===== src/rtl/console_input_pkg.sv =====
// Shared constants for the console input unit: register indices within the
// 4-word CPU window, STATUS/CTRL field positions and character constants.
package console_input_pkg;

  // Register index, taken from addr_i[3:2].
  localparam logic [1:0] DATA   = 2'd0;
  localparam logic [1:0] STATUS = 2'd1;
  localparam logic [1:0] CTRL   = 2'd2;
  localparam logic [1:0] TIME   = 2'd3;

  // STATUS fields.
  localparam int unsigned STATUS_NOT_EMPTY_BIT = 0;
  localparam int unsigned STATUS_FULL_BIT      = 1;
  localparam int unsigned STATUS_COUNT_LSB     = 8;
  localparam int unsigned STATUS_LINES_LSB     = 16;

  // CTRL fields.
  localparam int unsigned CTRL_FLUSH_BIT  = 0;
  localparam int unsigned CTRL_IRQ_EN_BIT = 1;

  localparam logic [7:0]  NEWLINE        = 8'h0A;
  localparam int unsigned DATA_VALID_BIT = 31;

endpackage


===== src/rtl/sync_fifo.sv =====
// Synchronous FIFO with push/pop/flush and an occupancy count.
// Ports:
//   clk_i, rst_i      clock, synchronous active-high reset
//   push_i, wdata_i   write one entry (ignored when full)
//   pop_i             drop the head entry (ignored when empty)
//   flush_i           empty the FIFO at the next edge (overrides push/pop)
//   rdata_o           head entry, combinational
//   full_o, empty_o   occupancy flags
//   count_o           entries held, 0..DEPTH
module sync_fifo #(
  parameter int unsigned DEPTH = 16,
  parameter int unsigned AW    = 4,
  parameter int unsigned WIDTH = 8
) (
  input  logic             clk_i,
  input  logic             rst_i,
  input  logic             push_i,
  input  logic [WIDTH-1:0] wdata_i,
  input  logic             pop_i,
  input  logic             flush_i,
  output logic [WIDTH-1:0] rdata_o,
  output logic             full_o,
  output logic             empty_o,
  output logic [AW:0]      count_o
);

  localparam logic [AW:0] FullCount = (AW+1)'(DEPTH);

  logic [WIDTH-1:0] mem_q [DEPTH];
  logic [AW-1:0]    wr_ptr_q, rd_ptr_q;
  logic [AW:0]      count_q;
  logic             do_push, do_pop;

  assign full_o  = (count_q == FullCount);
  assign empty_o = (count_q == '0);
  assign count_o = count_q;
  assign rdata_o = mem_q[rd_ptr_q];

  assign do_push = push_i && !full_o;
  assign do_pop  = pop_i && !empty_o;

  // Pointers are AW bits wide, so they wrap modulo DEPTH naturally.
  always_ff @(posedge clk_i) begin
    if (rst_i || flush_i) begin
      wr_ptr_q <= '0;
      rd_ptr_q <= '0;
      count_q  <= '0;
    end else begin
      if (do_push) wr_ptr_q <= wr_ptr_q + AW'(1);
      if (do_pop)  rd_ptr_q <= rd_ptr_q + AW'(1);
      if (do_push && !do_pop)      count_q <= count_q + (AW+1)'(1);
      else if (do_pop && !do_push) count_q <= count_q - (AW+1)'(1);
    end
  end

  always_ff @(posedge clk_i) begin
    if (do_push) mem_q[wr_ptr_q] <= wdata_i;
  end

endmodule


===== src/rtl/console_input_unit.sv =====
// Memory-mapped console input: an external byte source pushes characters over
// a valid/ready handshake into a FIFO; the CPU polls STATUS, pops DATA and can
// flush through CTRL. TIME is a free-running cycle counter.
// Ports:
//   clk_i, rst_i                 clock, synchronous active-high reset
//   addr_i, wdata_cpu_i          CPU byte address (word = addr_i[3:2]), write data
//   wr_en_i, rd_en_i             CPU strobes; reading DATA pops the FIFO
//   data_cpu_o                   read data, one cycle after rd_en_i
//   stall_o                      always 0
//   rx_data_i, rx_valid_i        incoming byte and its valid
//   rx_ready_o                   byte accepted this cycle when high with valid
//   irq_o                        only when CONSOLE_INPUT_UNIT_IRQ_EN is defined:
//                                registered irq_en && (lines != 0)
module console_input_unit
  import console_input_pkg::*;
#(
  parameter int unsigned DEPTH = 16,
  parameter int unsigned AW    = 4
) (
  input  logic        clk_i,
  input  logic        rst_i,
`ifdef CONSOLE_INPUT_UNIT_IRQ_EN
  output logic        irq_o,
`endif
  input  logic [3:0]  addr_i,
  input  logic [31:0] wdata_cpu_i,
  input  logic        wr_en_i,
  input  logic        rd_en_i,
  output logic [31:0] data_cpu_o,
  output logic        stall_o,
  input  logic [7:0]  rx_data_i,
  input  logic        rx_valid_i,
  output logic        rx_ready_o
);

  logic [1:0]  sel;
  logic        ctrl_wr, flush, push, pop;
  logic [7:0]  head;
  logic        full, empty;
  logic [AW:0] count;
  logic [AW:0] lines_q, lines_d;
  logic [1:0]  rsel_q;
  logic [31:0] rdata_q, data_word, status_word;
  logic        irq_en_q;
  logic [31:0] time_q;
  logic        unused_bits;

  assign sel     = addr_i[3:2];
  assign ctrl_wr = wr_en_i && (sel == CTRL);
  assign flush   = ctrl_wr && wdata_cpu_i[CTRL_FLUSH_BIT];

  // Refuse bytes during a flush write so nothing lands in a FIFO being cleared.
  assign rx_ready_o = !full && !flush;
  assign push       = rx_valid_i && rx_ready_o;
  assign pop        = rd_en_i && (sel == DATA) && !empty;
  assign stall_o    = 1'b0;

  assign unused_bits = ^{wdata_cpu_i[31:2], addr_i[1:0]};

  sync_fifo #(
    .DEPTH (DEPTH),
    .AW    (AW),
    .WIDTH (8)
  ) u_fifo (
    .clk_i   (clk_i),
    .rst_i   (rst_i),
    .push_i  (push),
    .wdata_i (rx_data_i),
    .pop_i   (pop),
    .flush_i (flush),
    .rdata_o (head),
    .full_o  (full),
    .empty_o (empty),
    .count_o (count)
  );

  always_comb begin
    lines_d = lines_q;
    if (push && (rx_data_i == NEWLINE)) lines_d = lines_d + (AW+1)'(1);
    if (pop && (head == NEWLINE))       lines_d = lines_d - (AW+1)'(1);
    if (flush)                          lines_d = '0;
  end

  always_comb begin
    data_word = '0;
    if (!empty) begin
      data_word[DATA_VALID_BIT] = 1'b1;
      data_word[7:0]            = head;
    end
  end

  always_comb begin
    status_word                                 = '0;
    status_word[STATUS_NOT_EMPTY_BIT]           = !empty;
    status_word[STATUS_FULL_BIT]                = full;
    status_word[STATUS_COUNT_LSB +: AW+1]       = count;
    status_word[STATUS_LINES_LSB +: AW+1]       = lines_q;
  end

  always_ff @(posedge clk_i) begin
    if (rst_i) begin
      lines_q  <= '0;
      rsel_q   <= DATA;
      rdata_q  <= '0;
      irq_en_q <= 1'b0;
      time_q   <= '0;
    end else begin
      lines_q <= lines_d;
      time_q  <= time_q + 32'd1;
      if (rd_en_i) begin
        rsel_q <= sel;
        // DATA is captured at strobe time since the pop moves the head.
        if (sel == DATA) rdata_q <= data_word;
      end
      if (ctrl_wr) irq_en_q <= wdata_cpu_i[CTRL_IRQ_EN_BIT];
    end
  end

  always_comb begin
    data_cpu_o = '0;
    unique case (rsel_q)
      DATA:    data_cpu_o = rdata_q;
      STATUS:  data_cpu_o = status_word;
      CTRL:    data_cpu_o[CTRL_IRQ_EN_BIT] = irq_en_q;
      TIME:    data_cpu_o = time_q;
      default: data_cpu_o = '0;
    endcase
  end

`ifdef CONSOLE_INPUT_UNIT_IRQ_EN
  logic irq_q;
  always_ff @(posedge clk_i) begin
    if (rst_i) irq_q <= 1'b0;
    else       irq_q <= irq_en_q && (lines_q != '0);
  end
  assign irq_o = irq_q;
`endif

endmodule

===== config.mk =====
export PLATFORM = sky130hd
export DESIGN_NAME = console_input_unit
export DESIGN_NICKNAME = d
export VERILOG_FILES = /design/src/rtl/console_input_pkg.sv /design/src/rtl/sync_fifo.sv /design/src/rtl/console_input_unit.sv
export SDC_FILE = /design/constraint.sdc
export NUM_CORES = 1
export LEC_CHECK = 0
export BUFFER_PORTS_ARGS = -buffer_cell sky130_fd_sc_hd__buf_2
export CORE_MARGIN = 4
export CORE_UTILIZATION = 50
export CTS_BUF_LIST = sky130_fd_sc_hd__clkbuf_2
export CTS_CLUSTER_DIAMETER = 50
export CTS_CLUSTER_SIZE = 25
export DETAILED_ROUTE_END_ITERATION = 7
export PLACE_DENSITY = 0.74
export SYNTH_ARGS = -nofsm -noshare
export SYNTH_HDL_FRONTEND = slang
export SYNTH_HIERARCHICAL = 1
export SYNTH_SLANG_ARGS = --single-unit

===== constraint.sdc =====
create_clock -name clk_i -period 5.93 [get_ports clk_i]
set_clock_uncertainty 0.2 [all_clocks]
set_input_delay 0.593 -clock clk_i [delete_from_list [all_inputs] [get_ports clk_i]]
set_output_delay 0.593 -clock clk_i [all_outputs]
set_load 0.02 [all_outputs]

======== Word level (Yosys, flattened, before mapping) ========
Memory sizes are Yosys's and may differ from the RTL's. A register that Yosys moved wholly into a read port is not among the register bits.
Cells that the tools add are included.
operators by class
  bitwise logic cells ..................... 0
  multiply operators ...................... 0
  divide/modulo/power cells ............... 0
  muxes and demuxes ....................... 13
  shifts and indexed selects .............. 0
  $lt $le $gt $ge ......................... 0
  reductions and logical operators ........ 24
  add/sub/neg operators ................... 7
  equality and inequality tests ........... 7
operator list
  kind                                                  count
  one-hot mux 30 bit (3 select lines)                   1
  adder 32 x 1 -> 32 bit (second input constant)        1
  2-to-1 mux 5 bit                                      4
  equality test 8 x 4 -> 1 bit (second input constant)  2
  logical AND 1 bit                                     12
  adder 5 x 1 -> 5 bit (second input constant)          2
  subtractor 5 x 1 -> 5 bit (second input constant)     2
  adder 4 x 1 -> 4 bit (second input constant)          2
  2-to-1 mux 4 bit                                      2
  2-to-1 mux 8 bit                                      1
  equality test 2 bit (second input constant)           3
  equality test 5 bit (second input constant)           1
  zero test 1 bit                                       5
  zero test 5 bit                                       1
  zero test 2 bit                                       2
  one-hot mux 1 bit (4 select lines)                    1
  2-to-1 mux 1 bit                                      3
  one-hot mux 1 bit (3 select lines)                    1
  equality test 2 x 1 -> 1 bit (second input constant)  1
  AND reduction 2 bit                                   1
  nonzero test 2 bit                                    1
  OR reduction 2 bit                                    1
  logical OR 1 bit                                      1
storage, ports and cells
  logic and storage cells ................. 60
  memory bits (writable) .................. 128
  output and inout port bits .............. 34
  flip-flop bits (word level) ............. 62
  latch bits .............................. 0
  memories kept ........................... 1
  bits in read-only memories .............. 0
  input port bits ......................... 49
memories
  name          depth  width  read ports  clocked after Yosys merged registers in  wr ports  line             text
  u_fifo.mem_q  16     8      1           1                                        1         sync_fifo.sv:29  logic [WIDTH-1:0] mem_q [DEPTH];

======== Longest topological paths before layout ========
Gate-level depths: netlist of the first run.
  depth in word-level cells ............... 11
  gate-level depth with buffers ........... 13
  mapped depth without buffers ............ 11

======== Cells and area by module ========
The synthesis of the first run kept the hierarchy.
by module, submodules not included
  module              area each (µm²)  instances  cells an instance
  sync_fifo           5723.0           1          310
  console_input_unit  2671.3           1          308

======== Worst setup path after synthesis of the first run ========
Ideal clock, no wire load.
  kind .................................... reg-to-reg
  start ................................... register u_fifo.count_q[0] (netlist: u_fifo/count_o[0])
  end ..................................... register u_fifo.count_q[3] (netlist: u_fifo/count_o[3])
  setup time .............................. 127 ps
  arrival ................................. 2827 ps
  stages on the path, launching flop included .. 14
  buffers on the path ..................... 2
  setup slack ............................. 2776 ps
  cells stage by stage .................... dfxtp_1 or4_1 buf_2 nor2_1 nor3b_2 o21a_1 buf_6 ha_1 inv_1 ha_1 a21o_1 a21oi_1 nor4_1 or3_1
between the ends
  word-level cells in the longest chain between the ends .. 8
ends and longest elaborated chain
  what                                 line                      text
  from (decl)                          sync_fifo.sv:31           logic [AW:0] count_q;
  from (signal assigned)               sync_fifo.sv:51           if (do_push && !do_pop) count_q <= count_q + (AW+1)'(1);
  from (signal assigned)               sync_fifo.sv:52           else if (do_pop && !do_push) count_q <= count_q - (AW+1)'(1);
  equality test 5 bit *                sync_fifo.sv:34           assign full_o = (count_q == FullCount);
  via full                             console_input_unit.sv:39  logic full, empty;
  zero test 1 bit *                    console_input_unit.sv:53  assign rx_ready_o = !full && !flush;
  logical AND 1 bit *                  console_input_unit.sv:53
  logical AND 1 bit *                  console_input_unit.sv:54  assign push = rx_valid_i && rx_ready_o;
  via push                             console_input_unit.sv:37  logic ctrl_wr, flush, push, pop;
  logical AND 1 bit *                  sync_fifo.sv:39           assign do_push = push_i && !full_o;
  via u_fifo.do_push                   sync_fifo.sv:32           logic do_push, do_pop;
  zero test 1 bit                      sync_fifo.sv:52
  logical AND 1 bit                    sync_fifo.sv:52
  nonzero test 2 bit (no source line)  -
The timed path passes the listed nets; every way through them passes the cells marked *. The select of a mux whose other input is x is not followed.
A chain may end at the register's enable or synchronous reset.

======== Worst setup path in the final report of the first run ========
  start ................................... register u_fifo.count_q[1] (netlist: u_fifo/count_o[1])
  end ..................................... output data_cpu_o[0]
between the ends
  word-level cells in the longest chain between the ends .. 3
ends and longest elaborated chain
  what                                line                       text
  zero test 5 bit                     sync_fifo.sv:35            assign empty_o = (count_q == '0);
  via empty                           console_input_unit.sv:39
  zero test 1 bit                     console_input_unit.sv:94   status_word[STATUS_NOT_EMPTY_BIT] = !empty;
  one-hot mux 1 bit (3 select lines)  console_input_unit.sv:121  unique case (rsel_q)
  to (decl)                           console_input_unit.sv:29   output logic [31:0] data_cpu_o,
The timed path passes the listed nets, and every way through them passes these cells.

==> run_results.csv, run 1 <==
group,metric,value,unit
floorplan,initial_core_util,50.8,%
detailed_routing,wl_per_cell,19.2,microns
logic_synthesis,synth_edf_count,128,
clock_tree,root_buffer,"clkbuf_2",
clock_tree,path_clk_slew,300,ps
detailed_routing,wl_met3,826,microns
power_and_ir_drop,power.density,296,nW/um^2
sta,finalCritPeriodShare,64.2,%
sta,tightest_slew,1270,ps
final_layout,seq_area,5170,sq um
clock_tree,cts_setup_buffers,0,
clock_tree,cts_buffers,17,
sta,relSlewSlack,14.8,%
logic_synthesis,syn_area_per_cell,13.6,sq um
detailed_routing,wirelength,17.3,mm
final_layout,finalNonFillerCells,902,
power_and_ir_drop,cellLeakagePower,3.25,nW
flow_run,drv_cap,0,
clock_tree,cts_buffer_depth,2,
sta,setup_tns,0,ps
critical_path,cp_slowest_cell,"or4_1",
final_layout,n_fill_cell,1297,
global_route,grt_max_degree,47,
final_layout,final_cell_mix,"128 x edfxtp_1, 75 x nor2_1, 64 x dfxtp_1",
critical_path,cp.arrival,3010,ps
final_layout,drive_gt1_share,19.8,%
logic_synthesis,ys_types,58,
logic_synthesis,netlist_area,8390,sq um
final_layout,nets,730,
logic_synthesis,synth_nets,680,
logic_synthesis,yosys_warnings,6,
sta,rsz0062_at_grt,"no",
final_layout,multi_input_area,3060,sq um
placed_design,place_congestion,0.806,
logic_synthesis,synth_async_sr_flop_share,0,%
global_route,grt_pass1_wl,26.9,mm
floorplan,fp-row-count,47,
detailed_routing,drt_pre_antenna_iters,6,
floorplan,die_y,138,microns
sta,finalSetupViolCount,0,
final_layout,final_common_cell,"edfxtp_1",
clock_tree,hold_buffers,14,
critical_path,cp_cell_sequence,"or4_1 -> nor2_1 -> mux2i_1 -> nand2_1 -> o21ai_0 -> buf_2",
power_and_ir_drop,finalPower,2.73,mW
global_route,grt_overflow,0,
placed_design,port_buffers,49,
critical_path,endpoint_kind,"output pin",
detailed_routing,via_per_inst,5.68,
sta,fmax,263,MHz
floorplan,dieArea,18900,sq um
floorplan,core-area,16500,sq um
detailed_routing,vias,5124,
logic_synthesis,synthCells,618,
logic_synthesis,synth_seq_cells,194,
sta,slew_violations,0,
sta,hold_viol_final,0,
placed_design,placed_cells,855,
clock_tree,cts_resized,0,
status,status,"finished, final reports clean",
detailed_routing,wl_met2,8.66,mm
global_route,grt_antenna_before_repair,1,
critical_path,crit_fanout,11,
min_path,hp-class,"input pin to register",
final_layout,fin_util,55.8,%
detailed_routing,ant_nets,0,
placed_design,hpwl,11.9,mm
detailed_routing,routed.top_layer,"met4",
critical_path,cp_slowest_stage_delay,700,ps
detailed_routing,met1_length,7.53,mm
clock_tree,clkLatencyLatePin,780,ps
logic_synthesis,synthFlopType,"edfxtp_1",
clock_tree,htree_levels,4,
sta,fin_crit,3810,ps
logic_synthesis,ys_seq_area_share,61.5,%
critical_path,start_kind,"register",
detailed_routing,drc,0,
floorplan,io_pins,83,
global_route,grt_pass1_vias,5011,
clock_tree,cts_tree,"done",
power_and_ir_drop,peakVddDrop,0.128,mV
final_layout,areaGrowthSynthToFinish,9.81,%
detailed_routing,drt_iter0_drc,364,
critical_path,path_class,"register to output pin",
clock_tree,clock_sinks,194,
global_route,grt_usage,19.1,%
floorplan,die_w,138,microns
critical_path,cp.required,5140,ps
per-layer routing:
| layer | vias to the layer above | track usage (%) |
|---|---|---|
| met2 | 122 | 30.6 |
| met4 | 0 | 6.26 |
| met3 | 21 | 4.64 |
| met1 | 2587 | 25.6 |
| li1 | 2394 | - |
| met5 | - | 0 |
power breakdown:
part	switching (mW)	total (mW)	leakage [nW]	internal (mW)
registers	0.0611	1.56	1.69	1.50
clock network	0.503	0.730	0.172	0.227
logic	0.248	0.433	1.39	0.185
total	0.812	2.73	3.25	1.91
final timing paths:
| check | start | to | slack, ps | depth (start not counted) |
|---|---|---|---|---|
| worst max-delay path | u_fifo/count_o[1] | data_cpu_o[0] | 2120 | 6 |
| worst min register to register | rdata_q[0] | rdata_q[0] | 280 | 2 |
| worst min-delay path | addr_i[3] | rdata_q[7] | 140 | 5 |
| worst max register to register | register | lines_q[3] | 2240 | 8 |
registers in the layout, summed over array words and instances (netlist names), named ones only:
name and cells:
lines_q 5, u_fifo/wr_ptr_q 4, u_fifo/count_o 5, rdata_q 9, u_fifo/rd_ptr_q 4, rsel_q 2, irq_en_q 1, time_q 32
u_fifo/mem_q 128
area by class of cell:
cell class                 count  area share (%)
clock inverter                15            2.25
sequential                   194            56.1
clock buffer                  17           0.923
antenna                        1          0.0271
inverter                       6           0.244
multi-input combinational    384            33.2
tap                          220            2.99
timing repair buffer          65            4.34
worst max-delay path, delay by kind of cell (launching register included):
| kind | cells | cell delay, ps |
|---|---|---|
| flip-flops | 1 | 440 |
| multiplexers | 1 | 140 |
| buffers and inverters | 1 | 230 |
| AND/OR/NAND/NOR | 3 | 1320 |
| AO/OA/AOI/OAI | 1 | 110 |
through the flow:
step / area (sq um) / hold slack [ps] / setup slack [ps]
2_1_floorplan: 8390 / 226 / 2780
5_1_grt: 9220 / 107 / 1930
6_report: 9220 / 142 / 2120
3_3_place_gp: 8780 / 245 / 2370
3_5_place_dp: 8780 / 257 / 2250
4_1_cts: 9210 / 68.0 / 2060
cell families (layout without fill, tap and decap cells):
logic type | count (synthesis) | after routing | share of synthesized area, %
adder cells (fa/ha/maj) | 13 | 13 | 2.03
XOR/XNOR | 42 | 42 | 4.47
AND/OR/NAND/NOR | 224 | 224 | 14.3
AO/OA/AOI/OAI | 52 | 52 | 4.38
other | 1 | 2 | 0.0447
multiplexers | 52 | 52 | 11.1
buffers and inverters | 40 | 103 | 2.12
flip-flops | 194 | 194 | 61.5
Yosys cell counts (2+ instances only):
master | count | area (sq um)
a21oi_1 | 14 | 70.1
nor2_1 | 75 | 282
and4_1 | 4 | 35.0
and3_1 | 22 | 138
nand2b_1 | 3 | 18.8
nor3_1 | 4 | 20.0
dfxtp_1 | 66 | 1320
o211ai_1 | 3 | 22.5
nor3b_2 | 2 | 25.0
and2_1 | 4 | 25.0
a22oi_1 | 16 | 120
or3_1 | 2 | 12.5
xnor2_1 | 12 | 105
nor3b_1 | 3 | 22.5
or2_2 | 3 | 18.8
buf_2 | 5 | 25.0
nand4_1 | 10 | 62.6
nor2b_1 | 15 | 93.8
ha_1 | 12 | 150
a211oi_1 | 3 | 22.5
inv_1 | 6 | 22.5
mux2i_1 | 19 | 190
clkbuf_1 | 23 | 86.3
nor4_1 | 4 | 25.0
xor2_1 | 29 | 254
mux4_2 | 33 | 743
nor4_4 | 2 | 42.5
edfxtp_1 | 128 | 3840
o21ai_0 | 2 | 10.0
nand2_1 | 41 | 154
nand3b_1 | 9 | 67.6
a22o_1 | 7 | 61.3
nand3_1 | 10 | 50.1
buf_1 | 3 | 11.3
(Power assumes the default switching activity.)
==> run 2: changes to the inputs <==
ABC_AREA = 1   (was not set)
PLACE_DENSITY = 0.77   (was 0.74)
clock period = 3.4 ns   (was 5.93 ns; I/O delays follow)
==> run 2 against run 1 <==
Net effect: first-iteration DRC count grew 33%; synthesized area increased by 10%; non-clock buffer count increased by 28; largest power group unchanged; synthesized cell count up 76%; critical path depth is 1 lower; worst setup slack got worse by 1900 ps; final cell count increased by 57%; worst hold slack better by 80 ps; final area increased by 11%; total power is 85% higher; routed wire length up 20%.
==> run_results.csv, run 2 <==
group,metric,value,unit
sta,tightest_slew,920,ps
sta,setup_tns,0,ps
floorplan,core-area,18100,sq um
status,status,"finished, final reports clean",
global_route,grt_overflow,0,
critical_path,cp_common_cell,"nand2_1",
final_layout,final_common_cell,"nand2_1",
sta,whs,221,ps
final_layout,areaGrowthSynthToFinish,10.9,%
critical_path,cp.required,2860,ps
detailed_routing,met1_length,8.69,mm
detailed_routing,wl_met2,10.3,mm
clock_tree,cts_tree,"done",
placed_design,place_congestion,0.920,
clock_tree,cts_setup_buffers,0,
critical_path,cp.arrival,2590,ps
sta,fmax,320,MHz
global_route,grt_max_degree,65,
placed_design,hpwl,13.4,mm
detailed_routing,ant_nets,0,
critical_path,critical_path_buf_inv_count,2,
sta,hold_viol_final,0,
floorplan,fp-row-count,49,
clock_tree,cts_buffers,17,
final_layout,regMostFlops,"u_fifo/mem_q",
sta,relSlewSlack,38.5,%
detailed_routing,wirelength,20.7,mm
final_layout,nets,1231,
critical_path,cp_cell_sequence,"nand2_1 -> inv_1 -> nand2_1 -> o2111ai_1 -> buf_2",
critical_path,cp.depth,5,
logic_synthesis,post-synth-top-count-cell,"nand2_1",
min_path,hp-class,"input pin to register",
sta,finalCritPeriodShare,92.0,%
final_layout,largestRegisters,"u_fifo/mem_q x128, time_q x32, rdata_q x9",
logic_synthesis,yosys_warnings,6,
logic_synthesis,synth_edf_count,128,
power_and_ir_drop,power.density,492,nW/um^2
min_path,holdPathStages,4,
critical_path,worst_path_dominant_cell_family,"simple AND/OR/NAND/NOR gates",
floorplan,initial_core_util,51.2,%
detailed_routing,routed.top_layer,"met4",
final_layout,drive_gt1_share,11.8,%
critical_path,cp_slowest_stage_delay,560,ps
detailed_routing,drt_iter0_drc,484,
critical_path,r2r.worst_path.cells,16,
logic_synthesis,synth_top_area_share,41.5,%
clock_tree,path_clk_slew,290,ps
detailed_routing,drt_pre_antenna_iters,7,
critical_path,endpoint_kind,"output pin",
detailed_routing,drc,0,
global_route,grt_pass1_wl,32.9,mm
clock_tree,cts_buffer_depth,2,
critical_path,crit_fanout,28,
critical_path,start_kind,"register",
global_route,grt_antenna_before_repair,1,
logic_synthesis,ys_seq_area_share,55.7,%
floorplan,dieArea,20800,sq um
power_and_ir_drop,cellLeakagePower,4.40,nW
logic_synthesis,ys_types,41,
logic_synthesis,synth_area_leaders,"edfxtp_1 41%, dfxtp_1 14%, nand2_1 12%",
detailed_routing,vias,7213,
logic_synthesis,synth_top_cell_by_area,"edfxtp_1",
floorplan,die_y,144,microns
logic_synthesis,synth_nets,1151,
clock_tree,clock_sinks,194,
flow_run,drv_cap,0,
logic_synthesis,synth_seq_cells,194,
logic_synthesis,synthCells,1089,
floorplan,io_pins,83,
final_layout,largest_register_ff_count,128,
critical_path,cp_slowest_cell,"nand2_1",
sta,rsz0062_at_grt,"no",
clock_tree,root_buffer,"clkbuf_2",
final_layout,final_cell_mix,"291 x nand2_1, 185 x inv_1, 128 x edfxtp_1",
clock_tree,htree_levels,4,
detailed_routing,wl_met3,1.31,mm
logic_synthesis,synth_async_sr_flop_share,0,%
clock_tree,clkLatencyLatePin,780,ps
logic_synthesis,netlist_area,9270,sq um
power_and_ir_drop,peakVddDrop,0.388,mV
logic_synthesis,synth_common_cells,"291 x nand2_1, 185 x inv_1, 128 x edfxtp_1, 119 x nand3_1, 97 x nor2_1",
sta,slew_violations,0,
global_route,grt_pass1_vias,6770,
sta,fin_crit,3130,ps
placed_design,port_buffers,49,
sta,finalSetupViolCount,0,
logic_synthesis,synthFlopType,"edfxtp_1",
logic_synthesis,syn_area_per_cell,8.51,sq um
floorplan,die_w,144,microns
detailed_routing,wl_per_cell,14.7,microns
global_route,grt_usage,20.3,%
critical_path,path_class,"register to output pin",
detailed_routing,via_per_inst,5.10,
-- run 2: changes by cell type in the layout (fill, tap and decap cells not counted), moves of 24 or more --
cell | previous run | this run
mux4_2 | 33 | 0
nand2_1 | 41 | 291
inv_1 | 6 | 185
a21oi_1 | 14 | 38
o21ai_0 | 2 | 36
nand3_1 | 10 | 119
-- run 2: logic make-up (layout without fill, tap and decap cells) --
logic type / after synthesis / in the layout / share of synthesized area (%)
xor gates and xnor gates: 11 / 11 / 1.04
adders and majority gates: 13 / 13 / 1.84
DFF: 194 / 194 / 55.7
buffers and inverters: 226 / 319 / 10.1
AOI/OAI and AO/OA: 87 / 87 / 5.02
and+or+nand+nor: 557 / 557 / 26.2
other: 1 / 3 / 0.0405
-- run 2: layout make-up --
cell class / instances / area, sq um
Timing Repair Buffer: 93 / 643
Antenna cell: 2 / 5.00
Sequential cell: 194 / 5170
Fill cell: 1502 / 7810
Tap cell: 229 / 287
Multi-Input combinational cell: 669 / 3170
Clock inverter: 15 / 196
Inverter: 194 / 728
Clock buffer: 17 / 85.1
-- run 2: final timing paths --
check	start	to	slack [ps]
worst max-delay path	rsel_q[1]	data_cpu_o[1]	270
worst max register to register	u_fifo/count_o[1]	u_fifo/count_o[4]	420
worst min-delay path	wdata_cpu_i[1]	irq_en_q	220
worst min register to register	rdata_q[3]	rdata_q[3]	290
-- run 2: where the power goes --
group	leakage [nW]	switching (mW)	internal, mW
Combinational	2.54	0.738	0.363
Sequential	1.69	0.0833	2.64
Clock	0.166	0.898	0.335
-- run 2: worst register-to-register path: cells and delay by family (launching register included) --
kind | cells | cell delay [ps]
fa+ha+maj | 2 | 510
compound gates | 1 | 150
simple gates | 7 | 950
flops | 1 | 550
buf+inv | 6 | 570
-- run 2: routing by layer --
metal / vias to the layer above / track usage (%)
met4: 0 / 6.19
met5: - / 0
met3: 34 / 3.77
met1: 3317 / 26.7
met2: 230 / 34.3
li1: 3632 / -
-- run 2: repair_timing --
item                      4_1_cts  5_1_grt
hold buffers                   22        0
hold endpoints to repair      176        0
gates resized for setup         0        0
-- run 2: through the flow --
stage          power, mW  std cells  setup slack (ps)  instance area, sq um  util (%)
2_1_floorplan       3.53       1089               821                  9270         -
3_3_place_gp        3.80       1357               557                  9770      54.0
3_5_place_dp        3.83       1357               501                  9770      54.0
4_1_cts             5.07       1411               252                 10300      56.8
5_1_grt             5.33       1413               124                 10300      56.8
6_report            5.05       1413               271                 10300      56.8
